`src/rtl/seg7_pkg.sv`:
```
// rtl/seg7_pkg.sv - shared types, segment constants and helpers for the seven-segment driver
//
// Purpose: FSM state type, active-low segment constants, nibble decoder and
// leading-zero blanking mask used by seg7_multi_digit_driver.
// Ports: none (package).
package seg7_pkg;

  typedef enum logic [1:0] {
    IDLE    = 2'd0,
    CONVERT = 2'd1,
    UPDATE  = 2'd2
  } state_t;

  localparam int MAX_DIGITS = 8;

  // Segment order {g,f,e,d,c,b,a}; a 0 lights the segment.
  localparam logic [6:0] SEG_BLANK_AL = 7'b1111111;
  localparam logic [6:0] SEG_DASH_AL  = 7'b0111111;

  function automatic logic [6:0] nibble_to_seg(input logic [3:0] nib);
    logic [6:0] s;
    case (nib)
      4'h0: s = 7'b1000000;
      4'h1: s = 7'b1111001;
      4'h2: s = 7'b0100100;
      4'h3: s = 7'b0110000;
      4'h4: s = 7'b0011001;
      4'h5: s = 7'b0010010;
      4'h6: s = 7'b0000010;
      4'h7: s = 7'b1111000;
      4'h8: s = 7'b0000000;
      4'h9: s = 7'b0011000;
      4'hA: s = 7'b0001000;
      4'hB: s = 7'b0000011;
      4'hC: s = 7'b1000110;
      4'hD: s = 7'b0100001;
      4'hE: s = 7'b0000110;
      default: s = 7'b0001110;
    endcase
    return s;
  endfunction

  // Bit i set when digit i and every digit above it are zero. Digit 0 is
  // never blanked so a zero value still shows "0".
  function automatic logic [MAX_DIGITS-1:0] lead_blank_mask(input logic [4*MAX_DIGITS-1:0] digits);
    logic [MAX_DIGITS-1:0] m;
    logic                  seen;
    m    = '0;
    seen = 1'b0;
    for (int i = MAX_DIGITS - 1; i >= 1; i--) begin
      seen = seen | (digits[4*i +: 4] != 4'h0);
      m[i] = ~seen;
    end
    return m;
  endfunction

endpackage

```
`src/rtl/bin2bcd_seq.sv`:
```
// rtl/bin2bcd_seq.sv - sequential double-dabble binary to BCD converter
//
// Purpose: converts DATA_W-bit unsigned din into N_DIGITS BCD digits, one
// shift per clock, DATA_W shift cycles after the start cycle.
// Ports:
//   clk, reset  - clock, synchronous active-high reset
//   start, din  - load din and begin converting (ignored while busy)
//   busy        - shifts are in progress
//   done        - high during the final shift cycle; bcd/ovf are valid
//                 from the following cycle until the next start
//   bcd, ovf    - result digits; ovf set if a 1 left the top digit
module bin2bcd_seq #(
  parameter int DATA_W   = 16,
  parameter int N_DIGITS = 6
) (
  input  logic                  clk,
  input  logic                  reset,
  input  logic                  start,
  input  logic [DATA_W-1:0]     din,
  output logic                  busy,
  output logic                  done,
  output logic [4*N_DIGITS-1:0] bcd,
  output logic                  ovf
);

  localparam int BCD_W = 4 * N_DIGITS;
  localparam int CNT_W = $clog2(DATA_W + 1);

  logic [DATA_W-1:0] sh;
  logic [CNT_W-1:0]  cnt;
  logic [BCD_W-1:0]  adj;

  assign busy = (cnt != '0);
  assign done = (cnt == CNT_W'(1));

  // Add-3 correction applied before each shift.
  always_comb begin
    adj = bcd;
    for (int i = 0; i < N_DIGITS; i++) begin
      if (bcd[4*i +: 4] >= 4'd5) adj[4*i +: 4] = bcd[4*i +: 4] + 4'd3;
    end
  end

  always_ff @(posedge clk) begin
    if (reset) begin
      cnt <= '0;
      sh  <= '0;
      bcd <= '0;
      ovf <= 1'b0;
    end else if (start && !busy) begin
      cnt <= CNT_W'(DATA_W);
      sh  <= din;
      bcd <= '0;
      ovf <= 1'b0;
    end else if (busy) begin
      bcd <= {adj[BCD_W-2:0], sh[DATA_W-1]};
      ovf <= ovf | adj[BCD_W-1];
      sh  <= {sh[DATA_W-2:0], 1'b0};
      cnt <= cnt - CNT_W'(1);
    end
  end

endmodule

```
`src/rtl/seg7_multi_digit_driver.sv`:
```
// rtl/seg7_multi_digit_driver.sv - N-digit seven-segment driver, hex or decimal
//
// Purpose: accepts a value over a valid/ready handshake and renders it on
// N_DIGITS seven-segment digits in hex or decimal, with optional leading-zero
// blanking and dash display on overflow.
// Ports:
//   clk, reset          - clock, synchronous active-high reset
//   in_data, in_valid   - value and request; accepted when in_ready is high
//   in_ready            - high only while idle
//   mode_dec, blank_lz  - decimal mode / blank leading zeros, sampled at accept
//   seg                 - digit i on seg[7i+6:7i], {g,f,e,d,c,b,a}
//   done                - one-cycle pulse on the first cycle new seg is shown
//   ovf                 - value did not fit in N_DIGITS, updated with seg
module seg7_multi_digit_driver
  import seg7_pkg::*;
#(
  parameter int N_DIGITS   = 6,
  parameter int DATA_W     = 16,
  parameter int ACTIVE_LOW = 1
) (
  input  logic                  clk,
  input  logic                  reset,
  input  logic [DATA_W-1:0]     in_data,
  input  logic                  in_valid,
  output logic                  in_ready,
  input  logic                  mode_dec,
  input  logic                  blank_lz,
  output logic [7*N_DIGITS-1:0] seg,
  output logic                  done,
  output logic                  ovf
);

  localparam int BCD_W = 4 * N_DIGITS;
  localparam int EXT_W = (DATA_W > BCD_W) ? DATA_W : BCD_W;
  localparam logic [6:0] SEG_OFF = (ACTIVE_LOW != 0) ? SEG_BLANK_AL : ~SEG_BLANK_AL;

  state_t state, state_next;

  logic              accept;
  logic [DATA_W-1:0] data_q;
  logic              mode_q;
  logic              blz_q;

  logic              bcd_busy;
  logic              bcd_done;
  logic [BCD_W-1:0]  bcd;
  logic              bcd_ovf;

  logic [EXT_W-1:0]      hex_ext;
  logic                  hex_ovf;
  logic [BCD_W-1:0]      digits_sel;
  logic                  ovf_sel;
  logic [N_DIGITS-1:0]   lz_mask;
  logic [6:0]            pat;
  logic [7*N_DIGITS-1:0] seg_next;

  assign in_ready = (state == IDLE);
  assign accept   = in_valid && in_ready;

  bin2bcd_seq #(
    .DATA_W   (DATA_W),
    .N_DIGITS (N_DIGITS)
  ) u_bin2bcd (
    .clk   (clk),
    .reset (reset),
    .start (accept && mode_dec),
    .din   (in_data),
    .busy  (bcd_busy),
    .done  (bcd_done),
    .bcd   (bcd),
    .ovf   (bcd_ovf)
  );

  always_ff @(posedge clk) begin
    if (reset) state <= IDLE;
    else       state <= state_next;
  end

  always_comb begin
    state_next = state;
    case (state)
      IDLE:    if (accept) state_next = mode_dec ? CONVERT : UPDATE;
      // The converter flags its final shift, so UPDATE starts the cycle
      // after the last shift lands. Losing busy without done only happens
      // if the converter was knocked out of step; fall back to idle.
      CONVERT: begin
        if (bcd_done)       state_next = UPDATE;
        else if (!bcd_busy) state_next = IDLE;
      end
      UPDATE:  state_next = IDLE;
      default: state_next = IDLE;
    endcase
  end

  // Hex digits: zero-extend the captured value; any bit beyond the last
  // displayable nibble is an overflow.
  assign hex_ext    = EXT_W'(data_q);
  assign hex_ovf    = |(hex_ext >> BCD_W);
  assign digits_sel = mode_q ? bcd : hex_ext[BCD_W-1:0];
  assign ovf_sel    = mode_q ? bcd_ovf : hex_ovf;
  assign lz_mask    = N_DIGITS'(lead_blank_mask((4*MAX_DIGITS)'(digits_sel)));

  always_comb begin
    pat      = SEG_BLANK_AL;
    seg_next = '0;
    for (int i = 0; i < N_DIGITS; i++) begin
      if (ovf_sel)                 pat = SEG_DASH_AL;
      else if (blz_q && lz_mask[i]) pat = SEG_BLANK_AL;
      else                         pat = nibble_to_seg(digits_sel[4*i +: 4]);
      seg_next[7*i +: 7] = (ACTIVE_LOW != 0) ? pat : ~pat;
    end
  end

  always_ff @(posedge clk) begin
    if (reset) begin
      seg    <= {N_DIGITS{SEG_OFF}};
      done   <= 1'b0;
      ovf    <= 1'b0;
      data_q <= '0;
      mode_q <= 1'b0;
      blz_q  <= 1'b0;
    end else begin
      done <= (state == UPDATE);
      if (accept) begin
        data_q <= in_data;
        mode_q <= mode_dec;
        blz_q  <= blank_lz;
      end
      if (state == UPDATE) begin
        seg <= seg_next;
        ovf <= ovf_sel;
      end
    end
  end

endmodule
```
`config.mk`:
```
export PLATFORM = sky130hd
export DESIGN_NAME = seg7_multi_digit_driver
export DESIGN_NICKNAME = d
export VERILOG_FILES = /design/src/rtl/seg7_pkg.sv /design/src/rtl/bin2bcd_seq.sv /design/src/rtl/seg7_multi_digit_driver.sv
export SDC_FILE = /design/constraint.sdc
export NUM_CORES = 1
export LEC_CHECK = 0
export CAP_MARGIN = 20
export CORE_UTILIZATION = 33
export DETAILED_ROUTE_END_ITERATION = 12
export GPL_TIMING_DRIVEN = 0
export PLACE_DENSITY_LB_ADDON = 0.12
export SYNTH_ARGS = -nofsm -noshare
export SYNTH_HDL_FRONTEND = slang
export SYNTH_SLANG_ARGS = --single-unit
```
`constraint.sdc`:
```
create_clock -name clk -period 2.2 [get_ports clk]
set_input_delay 0.55 -clock clk [delete_from_list [all_inputs] [get_ports clk]]
set_output_delay 0.55 -clock clk [all_outputs]
set_load 0.05 [all_outputs]
```
# Word-level counts from Yosys, hierarchy flattened

Memory sizes are Yosys's and may differ from the RTL's.
Cells that the tools add are included.

Add/subtract/negate cells: 7
$lt $le $gt $ge: 6
Equal/unequal tests: 5
Mux-type cells: 28
Bitwise operators: 10
Reduce and logical (&&, ||, !) cells: 19

Operator list:

| kind                                                | count |
|---|---|
| two-way mux 7 bit                                   | 11 |
| two-way mux 16 bit                                  | 2 |
| adder 4 x 2 -> 4 bit, second input constant         | 6 |
| >= comparator 4 x 3 -> 1 bit, second input constant | 6 |
| two-way mux 24 bit                                  | 1 |
| two-way mux 4 bit                                   | 6 |
| nonzero test 4 bit                                  | 5 |
| two-way mux 5 bit                                   | 2 |
| logical AND 1 bit                                   | 8 |
| two-way mux 2 bit                                   | 4 |
| == test 5 x 1 -> 1 bit, second input constant       | 1 |
| inverter 1 bit                                      | 5 |
| bitwise OR 1 bit                                    | 5 |
| nonzero test 5 bit                                  | 1 |
| subtractor 5 x 1 -> 5 bit, second input constant    | 1 |
| one-hot mux 2 bit (2 select lines)                  | 1 |
| != test 3 bit, second input constant                | 1 |
| == test 2 x 1 -> 1 bit, second input constant       | 1 |
| == test 2 bit, second input constant                | 1 |
| logical NOT 2 bit                                   | 1 |
| != test 2 x 1 -> 1 bit, second input constant       | 1 |
| AND reduction 2 bit                                 | 1 |
| nonzero test 2 bit                                  | 1 |
| OR reduction 2 bit                                  | 1 |
| other kinds (2)                                     | 2 |

Bits in registers: 110
Memory bits (read-only): 672
Memories: 6

Memories:

| name             | depth | width | read ports | clocked after memory_dff | write ports | line           | source |
|---|---|---|---|---|---|---|---|
| (name not given) | 16    | 7     | 1          | 0                        | 0           | seg7_pkg.sv:22 | `case (nib)` |
| (name not given) | 16    | 7     | 1          | 0                        | 0           | seg7_pkg.sv:22 |  |
| (name not given) | 16    | 7     | 1          | 0                        | 0           | seg7_pkg.sv:22 |  |
| (name not given) | 16    | 7     | 1          | 0                        | 0           | seg7_pkg.sv:22 |  |
| (name not given) | 16    | 7     | 1          | 0                        | 0           | seg7_pkg.sv:22 |  |
| (name not given) | 16    | 7     | 1          | 0                        | 0           | seg7_pkg.sv:22 |  |

# Longest topological paths before layout

Gate-level depths: netlist (run 1).

Depth in word-level cells: 10
Gate-level depth with buffers: 13

# Modules after synthesis

A second synthesis (run 1) with hierarchy kept.

Cells, all modules: 753
Area, all modules: 6553.8 µm²

By module, submodules not included:

| module                  | instances | cells each | area each (µm²) | sequential area each (µm²) |
|---|---|---|---|---|
| seg7_multi_digit_driver | 1         | 497        | 4135.2          | 1281.2 |
| bin2bcd_seq             | 1         | 256        | 2418.6          | 920.9 |

# Worst setup path after synthesis (run 1)

OpenSTA, ideal clock, no wires.

Path type: reg-to-reg
Start: register mode_q
End: register seg[21]
Library setup time: 117 ps
Arrival: 2273 ps
Path slack: -190 ps
Stages on the path, launching flop included: 13
Period minus slack after synthesis: 2390 ps
Cell sequence: dfxtp_1 > buf_6 > buf_8 > buf_8 > buf_4 > buf_2 > nand2_1 > ha_1 > and2_1 > nand4_4 > nor2_1 > a211o_1 > o22a_1

Word-level cells in the longest chain between the ends: 8
Elaborated cells on any way between the ends: 12
Classes of those cells: mux: 4; bitwise: 3; reduce/logical: 4; memory: 1

Ends and longest elaborated chain:

| element                                                     | line                           | source |
|---|---|---|
| start: declaration                                          | seg7_multi_digit_driver.sv:41  | `logic mode_q;` |
| start signal: assignment                                    | seg7_multi_digit_driver.sv:126 | `mode_q <= mode_dec;` |
| branches (longest 7 deep; another with memory (16 x 7 bit)) | --                             |  |
| two-way mux 7 bit (*)                                       | seg7_multi_digit_driver.sv:107 | `if (ovf_sel) pat = SEG_DASH_AL;` |
| end signal: assignment                                      | seg7_multi_digit_driver.sv:116 | `seg <= {N_DIGITS{SEG_OFF}};` |
| end signal: assignment                                      | seg7_multi_digit_driver.sv:130 | `seg <= seg_next;` |
| end: declaration                                            | seg7_multi_digit_driver.sv:28  | `output logic [7*N_DIGITS-1:0] seg,` |

Every way passes the cells marked *.
A chain may end at the register's enable or synchronous reset.

# Worst setup path in the final report (run 1)

Start: register mode_q
End: register seg[5]

Word-level cells in the longest chain between the ends: 3
Elaborated cells on any way between the ends: 4
Classes of those cells: mux: 3; memory: 1

Ends and longest elaborated chain:

| element               | line                           | source |
|---|---|---|
| two-way mux 24 bit    | seg7_multi_digit_driver.sv:99  | `assign digits_sel = mode_q ? bcd : hex_ext[BCD_W-1:0];` |
| memory (16 x 7 bit)   | --                             |  |
| two-way mux 7 bit (*) | seg7_multi_digit_driver.sv:107 |  |

Mark *: on every way between the ends. The rest lies on a longest branch, timed or not.

==> results.cfg, run 1 <==
[status]
run_status = finished, final reports clean

[clock_tree]
cts_max_path_buffers = 2
clk-insertion-delay-late_ns = 0.36
cts_tree = done
clk_pin_slew_ns = 0.07
cts.sinks = 110
cts.root.buffer_cell = clkbuf_16
cts_buffers = 9
htree_levels = 3

[worst_setup_path]
reg2reg_from = mode_q
critPathKind = reg -> reg
critPathLaunch = mode_q
worst_ep_required_time_ns = 2.43
endpoint_arrival_time_on_the_critical_path_ns = 2.36
worstPathMaxFanout = 5
setup.worst_path.end_class = flop
worstSetupStartpointType = flop

[yosys]
synthMostInstantiatedCell = nand2_1
postSynthRegisterBits = 110
synth_largest_type_area_fraction_pct = 34.1
post_synth_inst_count = 797
synth-seq-area-share_pct = 34.1
number_of_flops_mapped_to_enable_cells_by_yosys = 0
netlist_top_cells_area = dfxtp_1, ha_1, nand2_1
synthDominantAreaCellType = dfxtp_1
synth-warning-count = 0
synthFlopType = dfxtp_1
synth_unique_cells = 67
post_synth.cell_area_avg_sq_um = 8.10
synth.top_cells.by_count = nand2_1, dfxtp_1, a21oi_1
postSynthNetCount = 863
asyncSetResetFlopFracSynth_pct = 0
synthesis.area_sq_um = 6460

[floorplan]
die_w_um = 142
die_y_um = 142
floorplan.initialDensity_pct = 34.1
boundaryPins = 66
core_region_area_sq_um = 19000
placement_rows = 50
design.die.area_sq_um = 20100

[sta]
clock-skew-final_ns = 0.00868
min_period_ns = 2.13
timing.fmax_mhz = 470
unrepaired_setup_endpoints_after_global_routing = true
timing.setup.tns_ns = 0
setup_viol = 0
worst_pin_slew_ns = 0.832
hold_violations = 0
final_min_period_over_clock_period_pct = 96.7
slew_violations = 0
maxSlewHeadroom_pct = 44.5

[power]
proportion_of_power_drawn_by_flip_flops_and_latches_pct = 34.4
max-vdd-ir-drop_uv = 460
p_sw_mw = 3.45
p_int_mw = 4.66
clockPowerShare_pct = 20.4
combPwrFrac_pct = 45.3
power.leakage_nw = 3.15
netSwitchingFraction_pct = 42.5
powerDensity_nw_per_um2 = 958

[worst_hold_path]
timing.hold.worst.class = reg -> reg
worst_hold_startpoint = data_q[0]

[grt]
antenna_found_initial = 0
first_pass_grt_wire_length_mm = 31.0
grt_usage_pct = 19.9
globalRouteOverflowTotal = 0
grt_max_degree = 19
grt_pass1_vias = 5557

[layout]
stdcell_area_sq_um = 8460
final_nets = 972
antennaDiodeCount = 0
fill_cells = 1930
drive_gt1_share_pct = 17.8
syn_to_final_growth_pct = 31.1

[drt]
initialDrtViolationCount = 329
met2_length_mm = 8.63
drc = 0
firstDrtPassIters = 4
wl_per_cell_um = 16.8
wl_met3_um = 649
highest-signal-layer = met4
drt-met1-wl_mm = 10.1
route.vias.total = 5983
detail_route.wirelength_mm = 19.7
vias_per_cell = 5.11
final_antenna_net_count = 0

[placed_design]
post_dp_cell_area_sq_um = 7460
place.port_buffers = 63
place.detailed.hpwl_mm = 14.4
routabilityCongestion = 0.878

[flow_run]
cap_viol_max_count = 0
-- cell families after synthesis --
group           after synthesis  synth area share, %
simple gates                289                 20.5
compound gates              226                 22.7
flops                       110                 34.1
buf+inv                      81                 5.77
fa+ha+maj                    45                 8.72
mux                          36                 6.86
xor+xnor                     10                 1.36
-- registers in the layout, summed over array words and instances (netlist names), 2 cells and up --
| name | cells |
|---|---|
| data_q | 16 |
| seg | 42 |
| state | 2 |
| u_bin2bcd.bcd | 24 |
| u_bin2bcd.cnt | 5 |
| u_bin2bcd.sh | 16 |
-- per-stage QoR --
step                      setup WS, ns  utilization [%]  total power, mW  hold WS (ns)  instances
after global placement          -0.631             39.3             6.14         0.447       1120
final                           0.0717             44.7             8.11         0.471       1171
after detailed placement        -0.635             39.3             6.14         0.452       1120
after global routing           -0.0240             44.7             8.69         0.486       1171
after CTS                      -0.0600             43.0             7.95         0.471       1155
after floorplan               -0.00223                -             5.16         0.432        797
-- power by group through the flow --
stage | clock (mW) | sequential (mW) | combinational, mW
after floorplan | 0 | 2.92 | 2.24
after global placement | 0 | 2.78 | 3.36
after detailed placement | 0 | 2.78 | 3.36
after CTS | 1.69 | 2.76 | 3.50
after global routing | 1.77 | 2.84 | 4.07
final | 1.65 | 2.79 | 3.67
-- worst max-delay path, cell delays in order (launching register included) --
cell and delay (ns):
dfxtp_4 0.40, buf_12 0.13, buf_12 0.12, buf_4 0.13, mux2i_4 0.31, inv_1 0.11, ha_2 0.22, nand2_1 0.09
o21ai_0 0.10, a221oi_1 0.30, o21ai_0 0.10
-- placed cells by master, fill, tap and decap left out, types with 5 or more instances in the layout --
cell             count
a211o_1              5
a211oi_1            21
a21oi_1             71
a311oi_1            19
a31oi_1             12
buf_2               15
buf_4               33
clkbuf_1            19
clkbuf_16            9
clkdlybuf4s50_1     62
dfxtp_1            109
ha_1                33
ha_4                 9
inv_1               27
inv_2                6
mux2_4               6
mux2i_1             14
mux2i_4              8
nand2_1            127
nand2b_1             8
nand3_1             31
nor2_1              70
nor3_1              18
nor3b_1              5
o21ai_0             39
o21ai_1              9
o22ai_1              5
xnor2_1             10
-- routing by layer --
layer	global-route usage, %	up-vias
li1	-	3063
met1	28.2	2771
met2	31.4	131
met3	2.94	18
met4	5.49	0
met5	0	-
-- final timing paths --
check	slack, ns	cells past startpoint	to
worst max-delay path	0.07	10	seg[5]
worst min-delay path	0.47	2	data_q[0]
worst max register to register	0.07	10	seg[5]
worst min register to register	0.47	2	data_q[0]
-- final cells by class --
type	count	area (sq um)	share of cell area (%)
Multi-Input combinational cell	606	4320	51.0
Sequential cell	110	2210	26.1
Timing Repair Buffer	100	931	11.0
Tap cell	260	325	3.84
Buffer	45	260	3.07
Clock buffer	11	253	2.99
Inverter	34	130	1.54
Clock inverter	5	42.5	0.503
-- repair_timing --
item                       CTS  global route
pin swaps                   16            17
hold buffers                 0             0
setup endpoints to repair   62            61
buffers inserted            19            19
gates resized for setup     48            43
(Power assumes the default switching activity.)
==> run 2: changes to the inputs <==
--- a/config.mk
+++ b/config.mk
@@ -10,6 +10,8 @@
 export DETAILED_ROUTE_END_ITERATION = 12
 export GPL_TIMING_DRIVEN = 0
 export PLACE_DENSITY_LB_ADDON = 0.12
+export RECOVER_POWER = 50
+export SLEW_MARGIN = 20
 export SYNTH_ARGS = -nofsm -noshare
 export SYNTH_HDL_FRONTEND = slang
 export SYNTH_SLANG_ARGS = --single-unit
==> run 2 against run 1 <==
Against the previous run:
- clock-buffer cell count stayed put
- routed wire length hardly changed
- setup slack improved by 0.0063 ns
- clock skew up 0.00059 ns
- first-iteration DRC count is 2.1% higher
- clock power is essentially flat
- sequential share of layout area is essentially flat
- utilization hardly changed
- hold slack improved by 0.00051 ns
- global-route usage did not move
- die area is the same
- flip-flop and latch count is the same
==> results.cfg, run 2 (synthesis results as in run 1) <==
[floorplan]
core_region_area_sq_um = 19000
boundaryPins = 66
placement_rows = 50
die_y_um = 142
floorplan.initialDensity_pct = 34.1
design.die.area_sq_um = 20100
die_w_um = 142

[sta]
timing.fmax_mhz = 471
slew_violations = 0
maxSlewHeadroom_pct = 42.8
worst_hold_check_slack_ns = 0.471
unrepaired_setup_endpoints_after_global_routing = true
final_min_period_over_clock_period_pct = 96.5
timing.setup.tns_ns = 0
timing.final.ws_setup_ns = 0.0780
worst_pin_slew_ns = 0.858
min_period_ns = 2.12
clock-skew-final_ns = 0.00927
setup_viol = 0
hold_violations = 0

[layout]
fill_cells = 1932
seq_area_sq_um = 2210
antennaDiodeCount = 0
layout.cells.most_common_list = nand2_1, dfxtp_1, a21oi_1
regMostFlops = seg
layout.cells.most_common = nand2_1
drive_gt1_share_pct = 17.6
area_of_the_multi_input_gates_sq_um = 4320
stdcell_area_sq_um = 8460
stdcell_count = 1171
syn_to_final_growth_pct = 31.0
largestRegisters = seg (42), u_bin2bcd.bcd (24)
max_ffs_per_register = 42
final_nets = 972
fin_util_pct = 44.6

[worst_hold_path]
hold_depth = 2
timing.hold.worst.class = reg -> reg
worst_hold_startpoint = data_q[0]
hold-path-endpoint = data_q[0]

[drt]
vias_per_cell = 5.13
detail_route.wirelength_mm = 19.7
route.vias.total = 6011
initialDrtViolationCount = 336
wl_per_cell_um = 16.8
final_antenna_net_count = 0
firstDrtPassIters = 5
drc = 0

[status]
run_status = finished, final reports clean

[worst_setup_path]
worst_r2r_path_depth = 11
worstPathMaxFanout = 7
worst_ep_required_time_ns = 2.43
reg2reg_from = mode_q
regToRegSetupSlack_ns = 0.08
endpoint_arrival_time_on_the_critical_path_ns = 2.36
setup.worst_path.end_class = flop
worstSetupStartpointType = flop
critPathKind = reg -> reg
worstReg2RegEnd = seg[35]

[clock_tree]
clk_pin_slew_ns = 0.07
clk-insertion-delay-late_ns = 0.36
cts_max_path_buffers = 2
cts_tree = done
cts.sinks = 110
htree_levels = 3
cts.root.buffer_cell = clkbuf_16
cts_buffers = 9
postCtsHoldBufs = 0

[placed_design]
pre_cts_slack_ns = -0.635
place.detailed.hpwl_mm = 14.4
place.port_buffers = 63
placed_cells = 1120
post_dp_cell_area_sq_um = 7460
routabilityCongestion = 0.878

[power]
powerDensity_nw_per_um2 = 956
power.leakage_nw = 3.15
design_power_total_mw = 8.08
max-vdd-ir-drop_uv = 457

[grt]
grt_max_degree = 19
grt_pass1_vias = 5557
antenna_found_initial = 0
first_pass_grt_wire_length_mm = 31.0
globalRouteOverflowTotal = 0
grt_usage_pct = 19.9

[flow_run]
cap_viol_max_count = 0
## run 2: changes by cell type in the layout (fill, tap and decap cells not counted), sizes merged
| cell | delta |
|---|---|
| buf | -6 |
| clkbuf | +6 |
## run 2: area by class of cell
cell class / instances / area share (%)
Timing Repair Buffer: 100 / 11.0
Tap cell: 260 / 3.85
Buffer: 45 / 3.05
Clock buffer: 11 / 2.99
Inverter: 34 / 1.54
Multi-Input combinational cell: 606 / 51.0
Clock inverter: 5 / 0.503
Sequential cell: 110 / 26.1
## run 2: how the worst max path moves through the flow
stage          startpoint       to  slack, ns  cells after the start
2_1_floorplan      mode_q  seg[37]     -0.002                     12
3_3_place_gp       mode_q  seg[37]      -0.63                     12
3_5_place_dp       mode_q  seg[37]      -0.63                     12
4_1_cts            mode_q  seg[13]      -0.06                     13
5_1_grt            mode_q   seg[5]      -0.02                     10
6_report           mode_q  seg[35]       0.08                     11
## run 2: power breakdown
part / switching [mW] / total, mW / internal, mW
combinational: 2.23 / 3.65 / 1.42
sequential: 0.406 / 2.79 / 2.38
clock: 0.807 / 1.65 / 0.842
total: 3.44 / 8.08 / 4.64
## run 2: routing by layer
layer  vias to the layer above  track usage (%)  part of all wire (%)
li1                       3055                -                     -
met3                        18             2.94                   3.7
met4                         0             5.49                   1.5
met5                         -                0                     0
met1                      2800             28.2                    51
met2                       138             31.4                    44
## run 2: critical path: stages (launching register included)
cell and delay [ns]:
dfxtp_4 0.40, buf_12 0.13, buf_12 0.12, buf_12 0.14
nand2_8 0.06, buf_6 0.13, ha_4 0.14, nor2b_4 0.12
a311oi_2 0.27, a31oi_4 0.06, a2111oi_4 0.31, o21ai_1 0.10
## run 2: timing repair
action                                  4_1_cts  5_1_grt
gates resized for setup                      48       43
cloned                                        0        0
endpoints found under the setup margin       62       61
buffers inserted                             19       19
pin swaps                                    16       17
==> run 3: changes to the inputs <==
--- a/config.mk
+++ b/config.mk
@@ -11,6 +11,7 @@
 export GPL_TIMING_DRIVEN = 0
 export PLACE_DENSITY_LB_ADDON = 0.12
 export RECOVER_POWER = 50
+export SETUP_SLACK_MARGIN = 0.2
 export SLEW_MARGIN = 20
 export SYNTH_ARGS = -nofsm -noshare
 export SYNTH_HDL_FRONTEND = slang
==> constraint.sdc (replaced) <==
create_clock -name clk -period 2.05 [get_ports clk]
set_input_delay 0.5125 -clock clk [delete_from_list [all_inputs] [get_ports clk]]
set_output_delay 0.5125 -clock clk [all_outputs]
set_load 0.05 [all_outputs]
==> run 3 against run 2 <==
Against the previous run:
- the run now ends with setup timing left
- sequential power increased by 7.2%
- power increased by 12%
- first-iteration DRC count increased by 31%
- critical path depth increased by 3
- sequential share of layout area decreased by 1.3 points
- setup slack got worse by 0.29 ns
- via count increased by 4.1%
- flip-flop and latch count unchanged
- critical endpoint is now seg[24]
==> results.cfg, run 3 (synthesis results as in run 1) <==
[grt]
grt.busiest_layer = met2
first_pass_grt_wire_length_mm = 32.7
grt_max_degree = 20
grt_pass1_vias = 5744
antenna_found_initial = 0
gr-usage-met2_pct = 34.3
globalRouteOverflowTotal = 0
grt_usage_pct = 21.2
gr-usage-met1_pct = 28.7
grt.met3_usage_pct = 3.85

[worst_hold_path]
hold-path-endpoint = data_q[0]
worst_hold_startpoint = data_q[0]
timing.hold.worst.class = reg -> reg
hold_depth = 2

[power]
p_int_mw = 5.16
p_sw_mw = 3.88
clockPowerShare_pct = 20.9
proportion_of_power_drawn_by_flip_flops_and_latches_pct = 33.1
combPwrFrac_pct = 46.0
powerDensity_nw_per_um2 = 1010
design_power_total_mw = 9.03
power.leakage_nw = 3.25
max-vdd-ir-drop_uv = 624
netSwitchingFraction_pct = 42.9

[clock_tree]
cts_tree = done
cts_max_path_buffers = 2
cts.root.buffer_cell = clkbuf_16
clk-insertion-delay-late_ns = 0.37
cts_buffers = 9
htree_levels = 3
cts.sinks = 110
clk_pin_slew_ns = 0.08
postCtsHoldBufs = 0

[floorplan]
die_y_um = 142
placement_rows = 50
die_w_um = 142
core_region_area_sq_um = 19000
design.die.area_sq_um = 20100
floorplan.initialDensity_pct = 34.1
boundaryPins = 66

[drt]
detail_route.wirelength_mm = 21.0
firstDrtPassIters = 5
initialDrtViolationCount = 441
route.vias.total = 6256
wl_per_cell_um = 17.6
final_antenna_net_count = 0
vias_per_cell = 5.24
drc = 0

[layout]
layout.cells.most_common = nand2_1
layout.cells.most_common_list = nand2_1, dfxtp_1, a21oi_1
antennaDiodeCount = 0
final_nets = 994
stdcell_area_sq_um = 8910
fin_util_pct = 47.0
drive_gt1_share_pct = 23.0
max_ffs_per_register = 42
syn_to_final_growth_pct = 37.9
regMostFlops = seg
largestRegisters = seg (42), u_bin2bcd.bcd (24)
stdcell_count = 1193

[worst_setup_path]
reg2reg_from = mode_q
worst_ep_required_time_ns = 2.35
worstPathMaxFanout = 6
regToRegSetupSlack_ns = -0.21
critPathKind = reg -> reg
setup.worst_path.end_class = flop
worstSetupStartpointType = flop
endpoint_arrival_time_on_the_critical_path_ns = 2.56
worst_r2r_path_depth = 14
worstReg2RegEnd = seg[24]

[status]
failed_checks = setup timing
run_status = finished with violations

[placed_design]
routabilityCongestion = 0.843
placed_cells = 1120
pre_cts_slack_ns = -0.600
place.port_buffers = 63
post_dp_cell_area_sq_um = 7560
place.detailed.hpwl_mm = 14.6

[sta]
slew_violations = 0
clock-skew-final_ns = 0.00887
unrepaired_setup_endpoints_after_global_routing = true
setup_viol = 37
timing.fmax_mhz = 443
worst_pin_slew_ns = 0.883
timing.final.ws_setup_ns = -0.207
final_min_period_over_clock_period_pct = 110
min_period_ns = 2.26
hold_violations = 0
maxSlewHeadroom_pct = 41.1

[flow_run]
cap_viol_max_count = 0
==> run 3: cell type report <==
class	count	area, sq um
repair buffers	120	1110
inverters	34	153
flip-flops and latches	110	2200
fillers	1870	10000
clock inverters	7	80.1
plain buffers	47	309
well taps	260	325
multi-input cells	606	4500
clock buffers	9	225
==> run 3: power by group through the flow <==
stage | combinational [mW] | sequential [mW] | clock, mW
final | 4.16 | 2.99 | 1.88
after global routing | 4.54 | 3.05 | 2.01
after CTS | 3.96 | 2.98 | 1.93
after detailed placement | 3.62 | 3.00 | 0
after global placement | 3.63 | 3.00 | 0
after floorplan | 2.43 | 3.14 | 0
==> run 3: worst max-delay path: stages (launching register included) <==
cell and delay [ns]:
dfxtp_2 0.32, buf_6 0.11, buf_12 0.12, buf_12 0.13, buf_12 0.12, buf_12 0.14
nand2_8 0.08, ha_4 0.15, and2_4 0.16, nand4_4 0.18, buf_6 0.21, nor2_4 0.15
buf_12 0.14, nor4_4 0.04, o21ai_1 0.12
==> run 3: per-layer routing <==
layer | vias to the layer above | part of all wire (%)
li1 | 3101 | -
met1 | 2973 | 48
met2 | 164 | 47
met3 | 18 | 4.2
met4 | 0 | 1.3
met5 | - | 0
==> run 3: how the worst max path moves through the flow <==
stage                     cells past startpoint  startpoint  slack (ns)                 to
after floorplan                              13      mode_q       -0.11            seg[35]
after global placement                        6    in_valid       -0.60  u_bin2bcd.bcd[22]
after detailed placement                     12      mode_q       -0.60            seg[35]
after CTS                                    13      mode_q       -0.20            seg[13]
after global routing                         10      mode_q       -0.30            seg[13]
final                                        14      mode_q       -0.21            seg[24]
==> run 3: metrics by stage <==
stage	hold WS, ns	setup TNS [ns]
final	0.462	-3.94
after global routing	0.482	-7.82
after CTS	0.464	-3.57
after detailed placement	0.451	-33.82
after global placement	0.443	-34.34
after floorplan	0.434	-0.943
==> run 3: timing repair <==
action / CTS / global route
buffers inserted: 42 / 15
endpoints found under the setup margin: 134 / 87
pin swaps: 51 / 28
endpoints found under the hold margin: 0 / 0
resized for setup: 148 / 56
